## config.mk

```make
export PLATFORM = sky130hd
export DESIGN_NAME = fifo_rd_ptr_empty_flat
export DESIGN_NICKNAME = d
export VERILOG_FILES = /design/src/rtl/fifo_rd_ptr_empty_if.sv /design/src/rtl/fifo_rd_ptr_empty.sv /design/src/flat_wrapper.sv
export SDC_FILE = /design/constraint.sdc
export NUM_CORES = 1
export LEC_CHECK = 0
export CORE_MARGIN = 1.5
export CORE_UTILIZATION = 35
export DETAILED_ROUTE_END_ITERATION = 10
export SETUP_SLACK_MARGIN = 0.15
export SYNTH_ARGS = -nofsm -noshare
export SYNTH_HDL_FRONTEND = slang
export SYNTH_SLANG_ARGS = --single-unit
```

## constraint.sdc

```tcl
create_clock -name clk -period 2.9 [get_ports clk]
set_input_delay 0.725 -clock clk [delete_from_list [all_inputs] [get_ports clk]]
set_output_delay 0.725 -clock clk [all_outputs]
set_load 0.01 [all_outputs]
```

## src/rtl/fifo_rd_ptr_empty_if.sv

```systemverilog
// Read-side bundle of the async FIFO: consumer request, synchronized
// write pointer in; read address, Gray pointer and status flags out.
interface fifo_rd_ptr_empty_if #(
    parameter int ADDR_W = 3,
    parameter int PW     = ADDR_W + 1
);
    logic              rd_en;
    logic [PW-1:0]     wptr_gray_sync;
    logic [ADDR_W-1:0] raddr;
    logic [PW-1:0]     rptr_gray;
    logic              empty;
    logic              almost_empty;
    logic [PW-1:0]     rd_level;
    logic              rd_valid;
    logic              underflow;

    modport master (
        output rd_en,
        output wptr_gray_sync,
        input  raddr,
        input  rptr_gray,
        input  empty,
        input  almost_empty,
        input  rd_level,
        input  rd_valid,
        input  underflow
    );

    modport slave (
        input  rd_en,
        input  wptr_gray_sync,
        output raddr,
        output rptr_gray,
        output empty,
        output almost_empty,
        output rd_level,
        output rd_valid,
        output underflow
    );
endinterface

```

## src/rtl/fifo_rd_ptr_empty.sv

```systemverilog
// Async FIFO read-domain pointer: binary/Gray read pointer, registered
// empty, level and almost_empty against the synchronized write pointer.
module fifo_rd_ptr_empty #(
    parameter int ADDR_W    = 3,
    parameter int AE_THRESH = 2,
    parameter int PW        = ADDR_W + 1
) (
    input logic                 clk,
    input logic                 rst,
    fifo_rd_ptr_empty_if.slave  bus
);

    function automatic logic [PW-1:0] gray2bin(input logic [PW-1:0] g);
        logic [PW-1:0] b;
        b         = '0;
        b[PW-1]   = g[PW-1];
        for (int i = PW - 2; i >= 0; i--) begin
            b[i] = b[i+1] ^ g[i];
        end
        return b;
    endfunction

    logic [PW-1:0] rbin_q, rbin_d;
    logic [PW-1:0] rgray_q, rgray_d;
    logic          empty_q, empty_d;
    logic          ae_q, ae_d;
    logic [PW-1:0] level_q, level_d;
    logic          valid_q, valid_d;
    logic          uf_q, uf_d;

    logic          rd_accept;
    logic [PW-1:0] wbin;

    // Reads are gated by the registered empty, so a read past empty is never taken.
    always_comb begin
        rd_accept = bus.rd_en & ~empty_q;
        wbin      = gray2bin(bus.wptr_gray_sync);
        rbin_d    = rbin_q + {{(PW-1){1'b0}}, rd_accept};
        rgray_d   = rbin_d ^ (rbin_d >> 1);
        empty_d   = (rgray_d == bus.wptr_gray_sync);
        level_d   = wbin - rbin_d;
        ae_d      = (level_d <= PW'(AE_THRESH));
        valid_d   = rd_accept;
        uf_d      = uf_q | (bus.rd_en & empty_q);
    end

    always_ff @(posedge clk or posedge rst) begin
        if (rst) begin
            rbin_q  <= '0;
            rgray_q <= '0;
            empty_q <= 1'b1;
            ae_q    <= 1'b1;
            level_q <= '0;
            valid_q <= 1'b0;
            uf_q    <= 1'b0;
        end else begin
            rbin_q  <= rbin_d;
            rgray_q <= rgray_d;
            empty_q <= empty_d;
            ae_q    <= ae_d;
            level_q <= level_d;
            valid_q <= valid_d;
            uf_q    <= uf_d;
        end
    end

    assign bus.raddr        = rbin_q[ADDR_W-1:0];
    assign bus.rptr_gray    = rgray_q;
    assign bus.empty        = empty_q;
    assign bus.almost_empty = ae_q;
    assign bus.rd_level     = level_q;
    assign bus.rd_valid     = valid_q;
    assign bus.underflow    = uf_q;

endmodule

```

## src/flat_wrapper.sv

```systemverilog
// flat-port wrapper written by rule: the top's interface ports become plain ports
module fifo_rd_ptr_empty_flat 
#(
    parameter int ADDR_W    = 3,
    parameter int AE_THRESH = 2,
    parameter int PW        = ADDR_W + 1
)
  (clk, rst, bus_rd_en, bus_wptr_gray_sync, bus_raddr, bus_rptr_gray, bus_empty, bus_almost_empty, bus_rd_level, bus_rd_valid, bus_underflow);
  fifo_rd_ptr_empty_if #(.ADDR_W(ADDR_W), .PW(PW)) bus_i ();
  input logic clk;
  input logic rst;
  input wire logic [$bits(bus_i.rd_en)-1:0] bus_rd_en;
  input wire logic [$bits(bus_i.wptr_gray_sync)-1:0] bus_wptr_gray_sync;
  output wire logic [$bits(bus_i.raddr)-1:0] bus_raddr;
  output wire logic [$bits(bus_i.rptr_gray)-1:0] bus_rptr_gray;
  output wire logic [$bits(bus_i.empty)-1:0] bus_empty;
  output wire logic [$bits(bus_i.almost_empty)-1:0] bus_almost_empty;
  output wire logic [$bits(bus_i.rd_level)-1:0] bus_rd_level;
  output wire logic [$bits(bus_i.rd_valid)-1:0] bus_rd_valid;
  output wire logic [$bits(bus_i.underflow)-1:0] bus_underflow;
  assign bus_i.rd_en = bus_rd_en;
  assign bus_i.wptr_gray_sync = bus_wptr_gray_sync;
  assign bus_raddr = bus_i.raddr;
  assign bus_rptr_gray = bus_i.rptr_gray;
  assign bus_empty = bus_i.empty;
  assign bus_almost_empty = bus_i.almost_empty;
  assign bus_rd_level = bus_i.rd_level;
  assign bus_rd_valid = bus_i.rd_valid;
  assign bus_underflow = bus_i.underflow;
  fifo_rd_ptr_empty #(.ADDR_W(ADDR_W), .AE_THRESH(AE_THRESH), .PW(PW)) u_core (.clk(clk), .rst(rst), .bus(bus_i));
endmodule
```

# Word-level counts from Yosys, hierarchy flattened
# Cells that the tools add are included.
# word_totals
register_bits,16
inputBits,7
word_cells,19
# op_classes
n_addsub,2
n_lt_le_gt_ge,1
n_eq_ne,1
bitwise,8
# op_table
op,count
$add A4 B1 Y4,1
$eq A4 B4 Y1,1
$le A4 B2 Y1 const B,1
$sub A4 B4 Y4,1
$xor A4 B3 Y4,1
$xor A1 B1 Y1,3
$and A1 B1 Y1,2
$not A1 Y1,1
$or A1 B1 Y1,1

# Longest topological paths before layout
# logic_depth
word_depth,5
mapped_depth,8
mapped_depth_nobuf,8

# Worst setup path before layout
# No wires, ideal clock.
# synth_path
path_kind,input to register
startpoint,in bus_wptr_gray_sync[3]
endpoint,reg u_core.ae_q (netlist: u_core.bus.almost_empty)
arrival_time_ps,2655
path_slack_ps,168
stages,8
path_buffers,0
path_cell_list,xnor2_2 xor2_1 xor2_1 ha_1 fa_1 nor2_1 or4_1 o22ai_1
# synth_via
elab_chain_len,5
# synth_lines
item,line,text
"start, declared",flat_wrapper.sv:13,input wire logic [$bits(bus_i.wptr_gray_sync)-1:0] bus_wptr_gray_sync;
$xor A1 B1 Y1 (3 in series),fifo_rd_ptr_empty.sv:18,b[i] = b[i+1] ^ g[i];
$sub A4 B4 Y4 (*),fifo_rd_ptr_empty.sv:41,level_d = wbin - rbin_d;
$le A4 B2 Y1 (*),fifo_rd_ptr_empty.sv:42,ae_d = (level_d <= PW'(AE_THRESH));
net u_core.ae_d,fifo_rd_ptr_empty.sv:26,"logic ae_q, ae_d;"
"end signal, assigned",fifo_rd_ptr_empty.sv:52,ae_q <= 1'b1;
"end signal, assigned",fifo_rd_ptr_empty.sv:60,ae_q <= ae_d;
"end, declared",fifo_rd_ptr_empty.sv:26,
# The timed path passes the listed nets; every way through them passes the cells marked *.

# Final worst setup path
# layout_path
startpoint,in bus_wptr_gray_sync[1]
endpoint,reg u_core.ae_q (netlist: u_core.bus.almost_empty)
# layout_via
elab_chain_len,4
# layout_lines
item,line
$xor A1 B1 Y1 (*),fifo_rd_ptr_empty.sv:18
$xor A1 B1 Y1,fifo_rd_ptr_empty.sv:18
$sub A4 B4 Y4 (*),fifo_rd_ptr_empty.sv:41
$le A4 B2 Y1 (*),fifo_rd_ptr_empty.sv:42
net u_core.ae_d,fifo_rd_ptr_empty.sv:26
# Marked as above.

==> results_dict.tcl <==
set metrics [dict create \
    seq_power_share_pct 24.3 \
    holdBufCountCts 0 \
    reg2reg_from "u_core.bus.empty" \
    fin_nets 118 \
    nFillCells 174 \
    grt_start_max_net_pins 16 \
    dp_hpwl_microns 1080 \
    finalSetupViolations 0 \
    fin_crit_ns 2.65 \
    total_leakage_power_nw 0.566 \
    rr_endpoint "u_core.bus.almost_empty" \
    cts_tree "done" \
    maxCapViolCount 0 \
    seqCellArea_sq_um 378 \
    slew_headroom_pct 63.5 \
    crit_path_end_kind "flop" \
    die_w_microns 49.2 \
    hold_viol 0 \
    switchingPower_mw 0.581 \
    synth_area_per_cell_sq_um 12.4 \
    power.density_nw_per_um2 1340 \
    antenna_found_initial 0 \
    crit_buf_inv 1 \
    die_h_microns 49.2 \
    startpoint_type "input pin" \
    critPathArrivalTime_ns 2.86 \
    ios 22 \
    grt_pass1_wl_microns 2380 \
    holdPathStages 1 \
    yosysWarnings 0 \
    diodes 0 \
    syn-cell-area_sq_um 746 \
    place_area_sq_um 1120 \
    critPathTopFamily "adder cells" \
    hp-start "u_core.bus.underflow" \
    timing.final.crit_share_pct 91.3 \
    min_path_type "flop to flop" \
    area_growth_pct 63.6 \
    critPathSlowestCell "clkdlybuf4s50_1" \
    outcome "finished, final reports clean" \
    drive_gt1_share_pct 34.3 \
    ys_seq_elements 15 \
    syn_nets 72 \
    final_util_pct 61.6 \
    power_mw 1.63 \
    clk_pin_slew_ns 0.09 \
    worstSkewPairLatency_ns 0.28 \
    critPathMaxStageDelay_ns 0.52 \
    hold_ws_ns 0.477 \
    grt_pass1_vias 528 \
    rsz0062_at_grt "no" \
    place_congestion 0.759 \
    p_int_mw 1.05 \
    critPathRequiredTime_ns 3.12 \
    clock_skew_ns 0.00432 \
    timing.fmax_mhz 378 \
    numCtsBuffers 3 \
    cts_buffer_depth 2 \
    worst_pin_slew_ns 0.546 \
    core.rowCount 16 \
    dr.pass1.iters 2 \
    worstPathMaxFanout 2 \
    drt-wirelength-per-cell_microns 10.6 \
    crit_type "input pin to flop" \
    switching_share_pct 35.6 \
    r2r_slack_ns 0.65 \
    grt_overflow 0 \
    root_buffer "clkbuf_4" \
    final_cell_area_sq_um 1220 \
    htree_levels 1 \
    viasPerCell 4.17 \
    worst_r2r_path_depth 7 \
    vdd_ir_drop_max_mv 0.711 \
    cts_sinks 15 \
    min_to "u_core.bus.underflow" \
    comb_power_share_pct 68.5 \
    initial_core_util_pct 37.6 \
    multi_input_area_sq_um 398 \
    ys_types 25 \
    wirelength_microns 1400 \
    path_cells "clkdlybuf4s50_1, xor2_2, xor2_1, ha_2, fa_1, nor2_1, or4_4, o22ai_2" \
    drt_iter0_drc 4 \
    fin_tns_setup_ns 0 \
    die-area_sq_um 2420 \
    io_buffers 21 \
    ys_seq_area_share_pct 50.7 \
    syn_inst 60 \
    clock_power_share_pct 7.2 \
    grt_usage_pct 13.2 \
    ant_nets 0 \
    core_sq_um 1980 \
    drv_slew 0 \
    drc_errors 0 \
    vias 551 \
]
-- what timing repair did --
| action | in CTS | in global routing |
|---|---|---|
| pin swaps | 2 | 2 |
| cloned | 0 | 0 |
| resized for setup | 8 | 4 |
| setup endpoints to repair | 1 | 1 |
| buffers inserted | 1 | 2 |
-- worst max-delay path by stage --
stage	to	slack [ns]	cells past startpoint	start
6_report	u_core.bus.almost_empty	0.25	8	bus_wptr_gray_sync[1]
5_1_grt	u_core.bus.almost_empty	0.16	9	bus_wptr_gray_sync[2]
4_1_cts	u_core.bus.almost_empty	0.15	8	bus_rd_en
3_5_place_dp	u_core.bus.almost_empty	-0.30	9	bus_wptr_gray_sync[3]
3_3_place_gp	u_core.bus.almost_empty	-0.23	9	bus_wptr_gray_sync[3]
2_1_floorplan	u_core.bus.almost_empty	0.17	8	bus_wptr_gray_sync[3]
-- kinds of logic after synthesis --
family	after synthesis	synth area share [%]
compound gates	6	5.54
xor+xnor	17	22.0
fa+ha+maj	6	10.7
buf+inv	6	3.02
flops	15	50.7
mux	1	1.34
simple gates	9	6.71
-- registers in the layout, summed over array words and instances, names as in the netlist --
signal,cells
u_core.bus.underflow,1
u_core.rbin_q,4
u_core.bus.empty,1
u_core.bus.rptr_gray,3
u_core.bus.rd_level,4
u_core.bus.almost_empty,1
u_core.bus.rd_valid,1
-- final cells by class --
class	count	area share, %
clock buffers	3	1.85
clock inverters	1	0.410
inverters	6	1.85
multi-input cells	39	32.6
flip-flops and latches	15	31.0
well taps	27	2.77
repair buffers	41	29.5
-- cells in the final DEF (no fill, tap or decap), drive strengths merged --
master	instances
mux2i	1
o22ai	1
dlymetal6s2s	1
nor3	1
maj3	1
fa	1
nand3	1
dlygate4sd2	2
clkinv	1
xor2	6
and2	1
inv	6
o211a	1
dfrtp	13
dfstp	2
buf	20
nor2b	1
and3	1
or4	1
clkdlybuf4s50	18
o21ai	1
xnor2	11
a21o	1
clkbuf	3
nor2	3
a21oi	1
ha	4
a21boi	1
-- cells in the mapped netlist (all sizes together) --
cell	count	area, sq um
a21boi	1	7.51
nor3	1	5.00
o21ai	1	5.00
mux2i	1	10.0
and3	1	6.26
o22ai	1	6.26
maj3	1	10.0
ha	4	50.1
xnor2	11	104
inv	6	22.5
nor2b	1	6.26
and2	1	6.26
a21o	1	7.51
o211a	1	10.0
a21oi	1	5.00
nand3	1	5.00
nor2	3	13.8
dfrtp	13	325
or4	1	7.51
xor2	6	60.1
dfstp	2	52.6
fa	1	20.0
-- routing by layer --
layer  GRT usage [%]  routed length, microns
met5               0                       0
met4            8.57                      31
met3            2.15                      55
met2            18.9                     677
met1            18.5                     633
-- power by group through the flow --
stage                     Sequential [mW]  Clock [mW]  Combinational, mW
after floorplan                     0.437           0              0.498
after global placement              0.386           0               1.03
after detailed placement            0.390           0               1.04
after CTS                           0.394       0.124               1.09
after global routing                0.413       0.131               1.24
final                               0.396       0.118               1.12
-- through the flow --
stage,cells,setup slack [ns]
after floorplan,60,0.168
after global placement,125,-0.234
after detailed placement,125,-0.301
after CTS,130,0.155
after global routing,132,0.160
final,132,0.251
No activity file was read; power rests on OpenSTA's default activity.
